<file path="config.mk">
export PLATFORM = sky130hd
export DESIGN_NAME = multicycle_control
export DESIGN_NICKNAME = d
export VERILOG_FILES = /design/src/rtl/multicycle_pkg.sv /design/src/rtl/multicycle_control_cond_check.sv /design/src/rtl/multicycle_control.sv
export SDC_FILE = /design/constraint.sdc
export NUM_CORES = 1
export LEC_CHECK = 0
export ABC_AREA = 0
export CAP_MARGIN = 20
export CORE_AREA = 4 4 50 52
export DETAILED_ROUTE_END_ITERATION = 10
export DIE_AREA = 0 0 54 56
export HOLD_SLACK_MARGIN = 0.05
export PLACE_DENSITY = 0.81
export SETUP_SLACK_MARGIN = 0.1
export SYNTH_ARGS = -nofsm -noshare
export SYNTH_HDL_FRONTEND = slang
export SYNTH_SLANG_ARGS = --single-unit
export TNS_END_PERCENT = 10
</file>
<file path="constraint.sdc">
create_clock -name CLK -period 3.11 [get_ports CLK]
set_input_delay 0.622 -clock CLK [delete_from_list [all_inputs] [get_ports CLK]]
set_output_delay 0.622 -clock CLK [all_outputs]
set_load 0.01 [all_outputs]
</file>
<file path="src/rtl/multicycle_pkg.sv">
// Shared encodings for the multicycle control unit: FSM states, ALU codes,
// data-processing cmd values, condition codes and datapath select values.
package multicycle_pkg;

    localparam logic [3:0] S_IDLE     = 4'd0;
    localparam logic [3:0] S_FETCH    = 4'd1;
    localparam logic [3:0] S_DECODE   = 4'd2;
    localparam logic [3:0] S_MEMADR   = 4'd3;
    localparam logic [3:0] S_MEMREAD  = 4'd4;
    localparam logic [3:0] S_MEMWB    = 4'd5;
    localparam logic [3:0] S_MEMWRITE = 4'd6;
    localparam logic [3:0] S_EXECR    = 4'd7;
    localparam logic [3:0] S_EXECI    = 4'd8;
    localparam logic [3:0] S_ALUWB    = 4'd9;
    localparam logic [3:0] S_BRANCH   = 4'd10;

    localparam logic [1:0] ALU_ADD = 2'b00;
    localparam logic [1:0] ALU_SUB = 2'b01;
    localparam logic [1:0] ALU_AND = 2'b10;
    localparam logic [1:0] ALU_ORR = 2'b11;

    localparam logic [3:0] CMD_AND = 4'b0000;
    localparam logic [3:0] CMD_SUB = 4'b0010;
    localparam logic [3:0] CMD_ADD = 4'b0100;
    localparam logic [3:0] CMD_ORR = 4'b1100;

    localparam logic [1:0] OP_DP  = 2'b00;
    localparam logic [1:0] OP_MEM = 2'b01;
    localparam logic [1:0] OP_BR  = 2'b10;
    localparam logic [1:0] OP_NOP = 2'b11;

    localparam logic [1:0] IMM8  = 2'b00;
    localparam logic [1:0] IMM12 = 2'b01;
    localparam logic [1:0] IMM24 = 2'b10;

    localparam logic [1:0] REGSRC_A1_PC = 2'b01;
    localparam logic [1:0] REGSRC_A2_RD = 2'b10;

    localparam logic [1:0] SRCB_RD2  = 2'b00;
    localparam logic [1:0] SRCB_IMM  = 2'b01;
    localparam logic [1:0] SRCB_FOUR = 2'b10;

    localparam logic [1:0] RES_ALUOUT = 2'b00;
    localparam logic [1:0] RES_MEM    = 2'b01;
    localparam logic [1:0] RES_ALU    = 2'b10;

    typedef enum logic [3:0] {
        COND_EQ = 4'b0000, COND_NE = 4'b0001, COND_CS = 4'b0010, COND_CC = 4'b0011,
        COND_MI = 4'b0100, COND_PL = 4'b0101, COND_VS = 4'b0110, COND_VC = 4'b0111,
        COND_HI = 4'b1000, COND_LS = 4'b1001, COND_GE = 4'b1010, COND_LT = 4'b1011,
        COND_GT = 4'b1100, COND_LE = 4'b1101, COND_AL = 4'b1110, COND_NV = 4'b1111
    } cond_e;

    // Returns {valid, alu_code}; unsupported cmds come back invalid with ADD.
    function automatic logic [2:0] cmd_decode(input logic [3:0] cmd);
        case (cmd)
            CMD_ADD: cmd_decode = {1'b1, ALU_ADD};
            CMD_SUB: cmd_decode = {1'b1, ALU_SUB};
            CMD_AND: cmd_decode = {1'b1, ALU_AND};
            CMD_ORR: cmd_decode = {1'b1, ALU_ORR};
            default: cmd_decode = {1'b0, ALU_ADD};
        endcase
    endfunction

endpackage

</file>
<file path="src/rtl/multicycle_control_cond_check.sv">
// Condition-field evaluator against latched NZCV. Only instantiated when
// COND_EXEC_EN is defined.
module cond_check
    import multicycle_pkg::*;
(
    input  logic [3:0] cond_i,
    input  logic [3:0] flags_i,
    output logic       cond_ex_o
);

    logic n, z, c, v;
    assign {n, z, c, v} = flags_i;

    always_comb begin
        cond_ex_o = 1'b0;
        case (cond_i)
            COND_EQ: cond_ex_o = z;
            COND_NE: cond_ex_o = ~z;
            COND_CS: cond_ex_o = c;
            COND_CC: cond_ex_o = ~c;
            COND_MI: cond_ex_o = n;
            COND_PL: cond_ex_o = ~n;
            COND_VS: cond_ex_o = v;
            COND_VC: cond_ex_o = ~v;
            COND_HI: cond_ex_o = c & ~z;
            COND_LS: cond_ex_o = ~c | z;
            COND_GE: cond_ex_o = (n == v);
            COND_LT: cond_ex_o = (n != v);
            COND_GT: cond_ex_o = ~z & (n == v);
            COND_LE: cond_ex_o = z | (n != v);
            COND_AL: cond_ex_o = 1'b1;
            default: cond_ex_o = 1'b0;
        endcase
    end

endmodule

</file>
<file path="src/rtl/multicycle_control.sv">
// Multicycle ARM-subset control FSM. Define COND_EXEC_EN to get the Flags
// register and condition evaluation; otherwise everything runs as AL.
module multicycle_control
    import multicycle_pkg::*;
(
    input  logic        CLK,
    input  logic        RST_N,
    input  logic [31:0] Instr,
    input  logic [3:0]  ALU_Flags,
    input  logic        MemReady,
    output logic        MemReq,
    output logic        MemWrite,
    output logic        IRWrite,
    output logic        PCWrite,
    output logic        AdrSrc,
    output logic        RegWrite,
    output logic [1:0]  RegSrc,
    output logic [1:0]  ImmSrc,
    output logic        ALUSrcA,
    output logic [1:0]  ALUSrcB,
    output logic [1:0]  ALU_Code,
    output logic [1:0]  ResultSrc,
    output logic [3:0]  Flags
);

    logic [3:0] state_q, state_d;
    logic [1:0] op;
    logic       i_bit, u_bit, l_bit;
    logic       cmd_ok;
    logic [1:0] cmd_alu;
    logic       cond_ex;
    logic       unused_bits;

    assign op    = Instr[27:26];
    assign i_bit = Instr[25];
    assign u_bit = Instr[23];
    assign l_bit = Instr[20];
    assign {cmd_ok, cmd_alu} = cmd_decode(Instr[24:21]);

    always_comb begin
        state_d   = state_q;
        MemReq    = 1'b0;
        MemWrite  = 1'b0;
        IRWrite   = 1'b0;
        PCWrite   = 1'b0;
        AdrSrc    = 1'b0;
        RegWrite  = 1'b0;
        RegSrc    = 2'b00;
        ImmSrc    = IMM8;
        ALUSrcA   = 1'b0;
        ALUSrcB   = SRCB_RD2;
        ALU_Code  = ALU_ADD;
        ResultSrc = RES_ALUOUT;
        case (state_q)
            S_IDLE: state_d = S_FETCH;
            S_FETCH: begin
                MemReq   = 1'b1;
                ALUSrcA  = 1'b1;
                ALUSrcB  = SRCB_FOUR;
                if (MemReady) begin
                    IRWrite = 1'b1;
                    PCWrite = 1'b1;
                    state_d = S_DECODE;
                end
            end
            S_DECODE: begin
                case (op)
                    OP_MEM: begin ImmSrc = IMM12; RegSrc = REGSRC_A2_RD; end
                    OP_BR:  begin ImmSrc = IMM24; RegSrc = REGSRC_A1_PC; end
                    default: ;
                endcase
                if (!cond_ex) state_d = S_FETCH;
                else begin
                    case (op)
                        OP_DP:   state_d = i_bit ? S_EXECI : S_EXECR;
                        OP_MEM:  state_d = S_MEMADR;
                        OP_BR:   state_d = S_BRANCH;
                        OP_NOP:  state_d = S_FETCH;
                        default: state_d = S_FETCH;
                    endcase
                end
            end
            S_EXECR, S_EXECI: begin
                ALU_Code = cmd_alu;
                if (state_q == S_EXECI) ALUSrcB = SRCB_IMM;
                state_d = cmd_ok ? S_ALUWB : S_FETCH;
            end
            S_ALUWB: begin
                RegWrite  = 1'b1;
                ResultSrc = RES_ALUOUT;
                state_d   = S_FETCH;
            end
            S_MEMADR: begin
                ImmSrc   = IMM12;
                ALUSrcB  = SRCB_IMM;
                ALU_Code = u_bit ? ALU_ADD : ALU_SUB;
                state_d  = l_bit ? S_MEMREAD : S_MEMWRITE;
            end
            S_MEMREAD: begin
                MemReq = 1'b1;
                AdrSrc = 1'b1;
                if (MemReady) state_d = S_MEMWB;
            end
            S_MEMWB: begin
                RegWrite  = 1'b1;
                ResultSrc = RES_MEM;
                state_d   = S_FETCH;
            end
            S_MEMWRITE: begin
                MemReq   = 1'b1;
                MemWrite = 1'b1;
                AdrSrc   = 1'b1;
                if (MemReady) state_d = S_FETCH;
            end
            S_BRANCH: begin
                ImmSrc    = IMM24;
                ALUSrcA   = 1'b1;
                ALUSrcB   = SRCB_IMM;
                ResultSrc = RES_ALU;
                PCWrite   = 1'b1;
                state_d   = S_FETCH;
            end
            default: state_d = S_IDLE;
        endcase
    end

    always_ff @(posedge CLK or negedge RST_N) begin
        if (!RST_N) state_q <= S_IDLE;
        else        state_q <= state_d;
    end

`ifdef COND_EXEC_EN
    logic [3:0] flags_q, flags_d;
    logic       logic_op;

    // AND/ORR have no carry/overflow meaning, so C and V are kept.
    assign logic_op = (cmd_alu == ALU_AND) || (cmd_alu == ALU_ORR);

    always_comb begin
        flags_d = flags_q;
        if ((state_q == S_EXECR || state_q == S_EXECI) && cmd_ok && l_bit)
            flags_d = logic_op ? {ALU_Flags[3:2], flags_q[1:0]} : ALU_Flags;
    end

    always_ff @(posedge CLK or negedge RST_N) begin
        if (!RST_N) flags_q <= 4'b0000;
        else        flags_q <= flags_d;
    end

    cond_check u_cond_check (
        .cond_i    (Instr[31:28]),
        .flags_i   (flags_q),
        .cond_ex_o (cond_ex)
    );

    assign Flags       = flags_q;
    assign unused_bits = ^Instr[19:0];
`else
    assign cond_ex     = 1'b1;
    assign Flags       = 4'b0000;
    assign unused_bits = ^{Instr[31:28], Instr[19:0], ALU_Flags};
`endif

endmodule

</file>
==> impl_summary.md, run 1 <==
Setup path
The critical path startpoint category is a flip-flop. The worst register-to-register path begins at state_q[0]$_DFFE_PN0P_. The critical path's largest stage delay is a little under 0.6 ns. Data arrives at the worst endpoint at roughly 2.3 ns. The signal on the critical path passes through or4b_4, a21oi_2, o21ai_0, o21ai_1, clkdlybuf4s50_1. The worst setup path category is flip-flop to output port.

In this run the critical register-to-register path is captured at state_q[0]$_DFFE_PN0P_. The kind of cell adding the most delay to the critical path is simple AND/OR/NAND/NOR gates. Together, buffers and inverters on the worst path number 1.

The endpoint kind of the worst setup timing path is an output port. The number of cells on the worst reg-to-reg path is 4. In this run the worst path has a maximum fanout of 14.

The slowest library cell on the worst path is or4b_4. The setup check on the worst reg-to-reg path leaves a slack of 1.48 ns. For the worst setup path, the data required time is between 2 and 2.5 ns.

Layout
The register with the most flip-flops in the layout has 4 of them. In the final layout, the registers with the most flip-flops are state_q (4). The top register by number of flip-flops is state_q. The net count of the finished layout is about 160.

The total non-filler cell area in the finished layout is 915.9 um2. The repair_antennas step left the layout with diodes totalling 0. In the final layout, the share of cells above drive strength 1 is about 9%. The number of filler cells placed in the layout is around 200. Relative to the synthesized area, the layout overhead comes to 44.09%.

Clocking
After clock tree synthesis, the clock-pin slew on the worst setup and hold paths is 0.04 ns. The clock reaches the later pin of the worst-skew pair after between 0.2 and 0.25 ns. The buffers inserted during post-CTS setup optimization is 0.

The number of clock sinks is 4. The number of CTS-inserted buffers is 3. Post-CTS repair changed the size of 0 cells. The CTS H-tree depth is 1. CTS placed an instance of clkbuf_4 at the clock tree root. The maximum buffer depth of the clock tree is 2. TritonCTS built the clock tree. Hold repair after CTS inserted 0 buffers.

Power
Power spread over the standard cell area amounts to 643.2 nW/um2. The largest voltage drop on the vdd net is roughly 0.28 mV. The standby leakage power is roughly 0.00042 uW. Power comes to 589.1 uW.

STA
The time the final worst path needs with I/O delays and setup is 2.879 ns. Setup violations remaining at the end of the flow were counted as 0. Timing would allow up to about 350 MHz. The final period utilization is between 90% and 100%. Setup repair after global routing left no endpoint under its margin. The total negative slack for setup checks is 0 ns. The number of max-slew violations in the final report is 0. The number of endpoints with negative hold slack in the final report is 0. The final worst clock skew is just under 0.007 ns.

Synth
The count of flip-flops with a built-in enable after synthesis is 0. The cell taking the most area after synthesis is dfrtp_1. The number of instances in the synthesized netlist is between 80 and 90. Ranked by total cell area, the synthesized netlist is headed by dfrtp_1 16%, ha_1 12%, buf_4 7.1%. The share of the synthesized netlist area taken by xor and xnor gates is 1.378%. The synthesized netlist devotes around a third of its cell area to simple gates. Of the total synthesized cell area, the portion taken by full adders, half adders and majority gates is about an eighth.

The number of different library cells in the post-synthesis netlist is 36. Ranked by instance count, the synthesized netlist is headed by 8 x inv_1, 8 x nand2_1. For this run, the number of Yosys warnings is 0.

The complex-gate fraction of the synthesized area is between 10% and 20%. Dividing the synthesized area by the synthesized cell count gives around 7.6 um2. After synthesis, the largest area contributor takes up 15.75% of total cell area. The mux contribution to synthesized area is 1.575%.

The share of flip-flops with an asynchronous set or reset after synthesis is 100.0%. The area of the mapped netlist is 635.6 um2. After synthesis, the largest family of logic cells by area is simple AND/OR/NAND/NOR gates.

The synthesized design contains 4 register bits. Summing the sequential cell areas from Yosys gives between 10% and 20% of the chip area. The most instantiated flip-flop cell in the synthesis netlist is dfrtp_1.

Placed design
The weighted congestion reported at the end of routability-driven placement is 0.7878. After legalization and detailed placement, the total HPWL measured between 1000 and 1500 um. The placed instance area is just under 900 um2.

The count of buffers inserted at the top-level ports is 27.

Global route
The pin count of the biggest net entering global routing is 15. The first global-routing pass estimated 2290 um of wire. The total overflow left after global routing is 0. The all-layer global routing usage is 9.742%. The via count of the first global-routing pass is 598. The number of antenna violations at the first check in global routing is 0.

Routing
The final routed wire length divided by cell count is 10.66 um. The via count of the routed design is ~670. The number of nets with antenna violations after detailed routing is 0.

The first-iteration detailed-routing DRC count is 13. Summed over all layers, the routed wires come to about 1500 um. The post-detailed-route DRC marker count is 0. In the routed layout, each cell is associated on average with a via count of 4.861. The iteration count of the initial detailed-routing pass is 4.

Die
The overall die height is between 50 and 60 um. The floorplan has 17 rows. In this run the horizontal extent of the chip is 54 um.

In this run the count of I/O pins placed on the die edge is 60. The initial utilization of the core area, before any placement, comes to approximately 30%. The floorplan core area is approximately 2100 um2. The die covers just over 3000 um2.

Status
The run finished with clean final reports.

Worst hold path
The class of the tightest hold or removal check is input pin to asynchronous set/reset pin.

Job
The count of maximum capacitance violations is 0.
-- layout by cell type (no fill, tap or decap), types with 2 or more instances in the layout --
cell type and instances:
conb_1 4, o21ai_0 6, clkbuf_4 3, ha_1 6, or2_2 3, dfrtp_1 4, inv_1 8, and2_1 2
nor2_1 6, nand2_1 8, clkdlybuf4s50_1 26, a21oi_1 5, nand2b_1 5
-- worst max-delay path by stage --
stage                     cells past startpoint          end  slack [ns]                    from
after floorplan                               4  ALU_Code[1]        1.05  state_q[1]$_DFFE_PN0P_
after global placement                        6    ImmSrc[1]        0.18               Instr[26]
after detailed placement                      6    ImmSrc[1]        0.16               Instr[26]
after CTS                                     6    ImmSrc[1]        0.16               Instr[26]
after global routing                          5  ALU_Code[0]        0.10  state_q[0]$_DFFE_PN0P_
final                                         5  ALU_Code[0]        0.23  state_q[0]$_DFFE_PN0P_
-- power by group --
group / switching (uW) / leakage [uW] / internal (uW) / total, uW
registers: 68.2 / 0.0000514 / 71.5 / 140
logic: 167 / 0.000351 / 215 / 382
clock network: 23.7 / 0.0000138 / 43.3 / 67.0
total: 259 / 0.000416 / 330 / 589
-- worst register-to-register path, stage by stage, from the launching register on --
cell and delay [ns]:
dfrtp_1 0.53, nor4b_4 0.43, o311ai_0 0.22, and3_1 0.21, o22ai_1 0.15
-- final cells by class --
cell class	count	area, um2	share of cell area, %
clock buffer	3	22.52	2.459
inverter	8	30.03	3.279
multi-input combinational	67	455.4	49.73
sequential	4	100.1	10.93
tap	28	35.03	3.825
timing repair buffer	27	272.8	29.78
-- layer usage --
metal  global-route usage (%)  vias to the layer above  part of all wire (%)
met3                    1.072                        4                   5.7
met5                        0                        -                     0
met2                    14.88                       30                    49
met4                    7.473                        0                   2.0
met1                    11.95                      303                    43
li1                         -                      329                     -
-- through the flow --
step	cells	hold slack, ns	setup WS, ns	utilization (%)
2_1_floorplan	87	0.3264	1.048	-
3_3_place_gp	134	0.6655	0.1773	42.31
3_5_place_dp	134	0.6718	0.1594	42.31
4_1_cts	137	0.5804	0.1594	43.37
5_1_grt	137	0.5909	0.1030	43.49
6_report	137	0.5763	0.2305	43.49
-- logic make-up after synthesis --
kind of cell,count (synthesis)
other cells,1
compound gates,20
fa+ha+maj,6
simple gates,35
buf+inv,16
mux,1
xor+xnor,1
flops,4
Power figures use the tool's default switching activity.
==> inputs of run 2 (changes only) <==
ABC_CLOCK_PERIOD_IN_PS = 2790   (was not set)
CORE_AREA = 4 4 52 54   (was 4 4 50 52)
DIE_AREA = 0 0 56 58   (was 0 0 54 56)
PLACE_DENSITY = 0.75   (was 0.81)
clock period = 2.79 ns   (was 3.11 ns; I/O delays follow)
==> impl_summary.md, run 2 (synthesized netlist as in run 1, its figures left out) <==
Routing
The final routed wire length divided by cell count is about 11 um. The via count of the routed design is around 660. Wires add up to around 1600 um. The number of nets with antenna violations after detailed routing is 0. The first detailed-routing pass took 3 iterations.

After the first detailed-routing iteration, the DRC count stood at 4. The post-detailed-route DRC marker count is 0. The vias per cell is ~4.7.

STA
The number of endpoints with negative hold slack in the final report was 0. The achievable frequency is about 400 MHz. The number of max-slew violations in the final report is 0. Setup repair after global routing could not meet its margin everywhere.

Summed over all failing endpoints, the final setup total negative slack is 0 ns. Between clock sinks in the finished design, the worst skew comes to 0.00009256 ns. The final count of negative-setup-slack endpoints is 0. The time the final worst path needs with I/O delays and setup is 2.566 ns. The final period utilization is approximately nine tenths.

Layout
The library cells used most frequently in the layout, excluding fill and tap cells, are 24 x clkdlybuf4s50_1, 8 x inv_1, 8 x nand2_1. The largest registers in the layout are state_q (4). The library cell used most frequently in the layout, excluding fill and tap cells, is clkdlybuf4s50_1. The number of diodes is 0.

The synthesis-to-finish area growth is 49.41%. The count of nets after finishing is 160. Cells with a size suffix above 1 make up between 10% and 20% of the layout. The top register by number of flip-flops is state_q. The number of flip-flops under the largest register name is 4. The filler-free cell count of the finished design is ~140.

Die
The initial core utilization is between 20% and 30%. The width of the die is about 56 um. The initialized floorplan defines 17 standard-cell rows. The number of top-level pins is 60. The die covers ~3200 um2.

The die is slightly below 60 um tall. The core region is about 2200 um2.

Setup path
The critical path startpoint category is a flip-flop. The peak fanout along the critical path is 13. The data required time at the worst endpoint is 2.23 ns. The internal reg-to-reg setup slack is about 1.2 ns.

The endpoint arrival time on the critical path is about 2 ns. STA classifies the critical path endpoint as an output port. The worst setup path is of the flip-flop to output port kind.

Clocking
The number of CTS-inserted buffers is 3. Counting along the longest clock path gives a buffer depth of 2. The CTS H-tree depth is 1. The clock insertion delay at the later pin of the skew report is ~0.23 ns. Clock-pin slew was measured on the worst setup and hold paths at approximately 0.040 ns. CTS placed an instance of clkbuf_4 at the clock tree root. TritonCTS built the clock tree. The buffers inserted during post-CTS setup optimization is 0. The number of hold buffers added after cts is 0.

The number of clock sinks is 4.

Power
The power consumption is about 670 uW. Summed over all cells, the static leakage comes to 0.0004658 uW. Power spread over the standard cell area amounts to roughly 710 nW/um2. IR analysis of the VDD net gives a maximum drop of 0.2472 mV.

Placed design
Once detailed placement completed, the half-perimeter wirelength came to around 1300 um. The placed instance count is 138. In this run the tool buffered the top-level ports with 27 buffer cells. The weighted congestion reported at the end of routability-driven placement is 0.7600.

Global route
Entering global routing, the biggest net connects 14 pins. The residual overflow from global routing is 0. The number of antenna violations at the first check in global routing is 0.

The first global-routing pass estimated ~2500 um of wire. For this run, the total global-route usage over all layers was measured as 9.533%. The via count of the first global-routing pass came to approximately 590.

Status
The run finished with clean final reports.

Worst hold path
The class of the tightest hold or removal check is input pin to asynchronous set/reset pin.

Job
The count of maximum capacitance violations is 0.
## run 2: report_power, final
part | total [uW] | leakage (uW) | internal (uW) | switching (uW)
logic | 474 | 0.000403 | 256 | 218
clock network | 70.5 | 0.0000138 | 48.0 | 22.4
registers | 127 | 0.0000487 | 83.0 | 44.2
total | 672 | 0.000466 | 387 | 284
## run 2: cell type report
cell class,count,area (um2)
well taps,28,35.03
repair buffers,31,304.0
multi-input cells,67,455.4
flip-flops and latches,4,102.6
clock buffers,3,22.52
fillers,248,1262
inverters,8,30.03
## run 2: path summary, 6_finish.rpt
path                                   startpoint  cells past startpoint                endpoint
max in group asynchronous                   RST_N                      1  state_q[1]$_DFFE_PN0P_
setup / recovery           state_q[1]$_DFFE_PN0P_                      5                 PCWrite
hold reg to reg            state_q[3]$_DFFE_PN0P_                      2  state_q[2]$_DFFE_PN0P_
hold / removal                              RST_N                      1  state_q[0]$_DFFE_PN0P_
min in group CLK           state_q[3]$_DFFE_PN0P_                      2  state_q[2]$_DFFE_PN0P_
setup reg to reg           state_q[0]$_DFFE_PN0P_                      5  state_q[0]$_DFFE_PN0P_
## run 2: critical path, stage by stage, from the launching register on
cell             delay [ns]
dfrtp_2                0.46
or2b_1                 0.28
or2_2                  0.31
inv_1                  0.09
or2_2                  0.11
clkdlybuf4s50_1        0.52
## run 2: timing repair
action | 4_1_cts | 5_1_grt
gates resized for setup | 2 | 3
endpoints found under the setup margin | 3 | 4
pin swaps | 0 | 1
## run 2: through the flow
| stage | hold WS (ns) | cell area (um2) | setup slack, ns | utilization, % |
|---|---|---|---|---|
| detailed placement | 0.6349 | 920.9 | 0.04385 | 41.63 |
| CTS | 0.5200 | 943.4 | 0.03687 | 42.65 |
| global route | 0.5311 | 949.7 | 0.09930 | 42.93 |
| global placement | 0.6130 | 920.9 | 0.04919 | 41.63 |
| floorplan | 0.2624 | 646.9 | 0.7915 | - |
| finish | 0.5241 | 949.7 | 0.2240 | 42.93 |
## run 2: per-layer routing
metal	up-vias	track usage (%)	share of wire [%]
li1	336	-	-
met1	300	11.79	43
met2	23	16.03	49
met3	0	3.341	8.2
met4	0	2.034	0
met5	-	0	0
==> inputs of run 3 (changes only) <==
CAP_MARGIN = 30   (was 20)
==> results of run 3 <==
The final DEF is identical to that of run 2; final timing and power are the same.
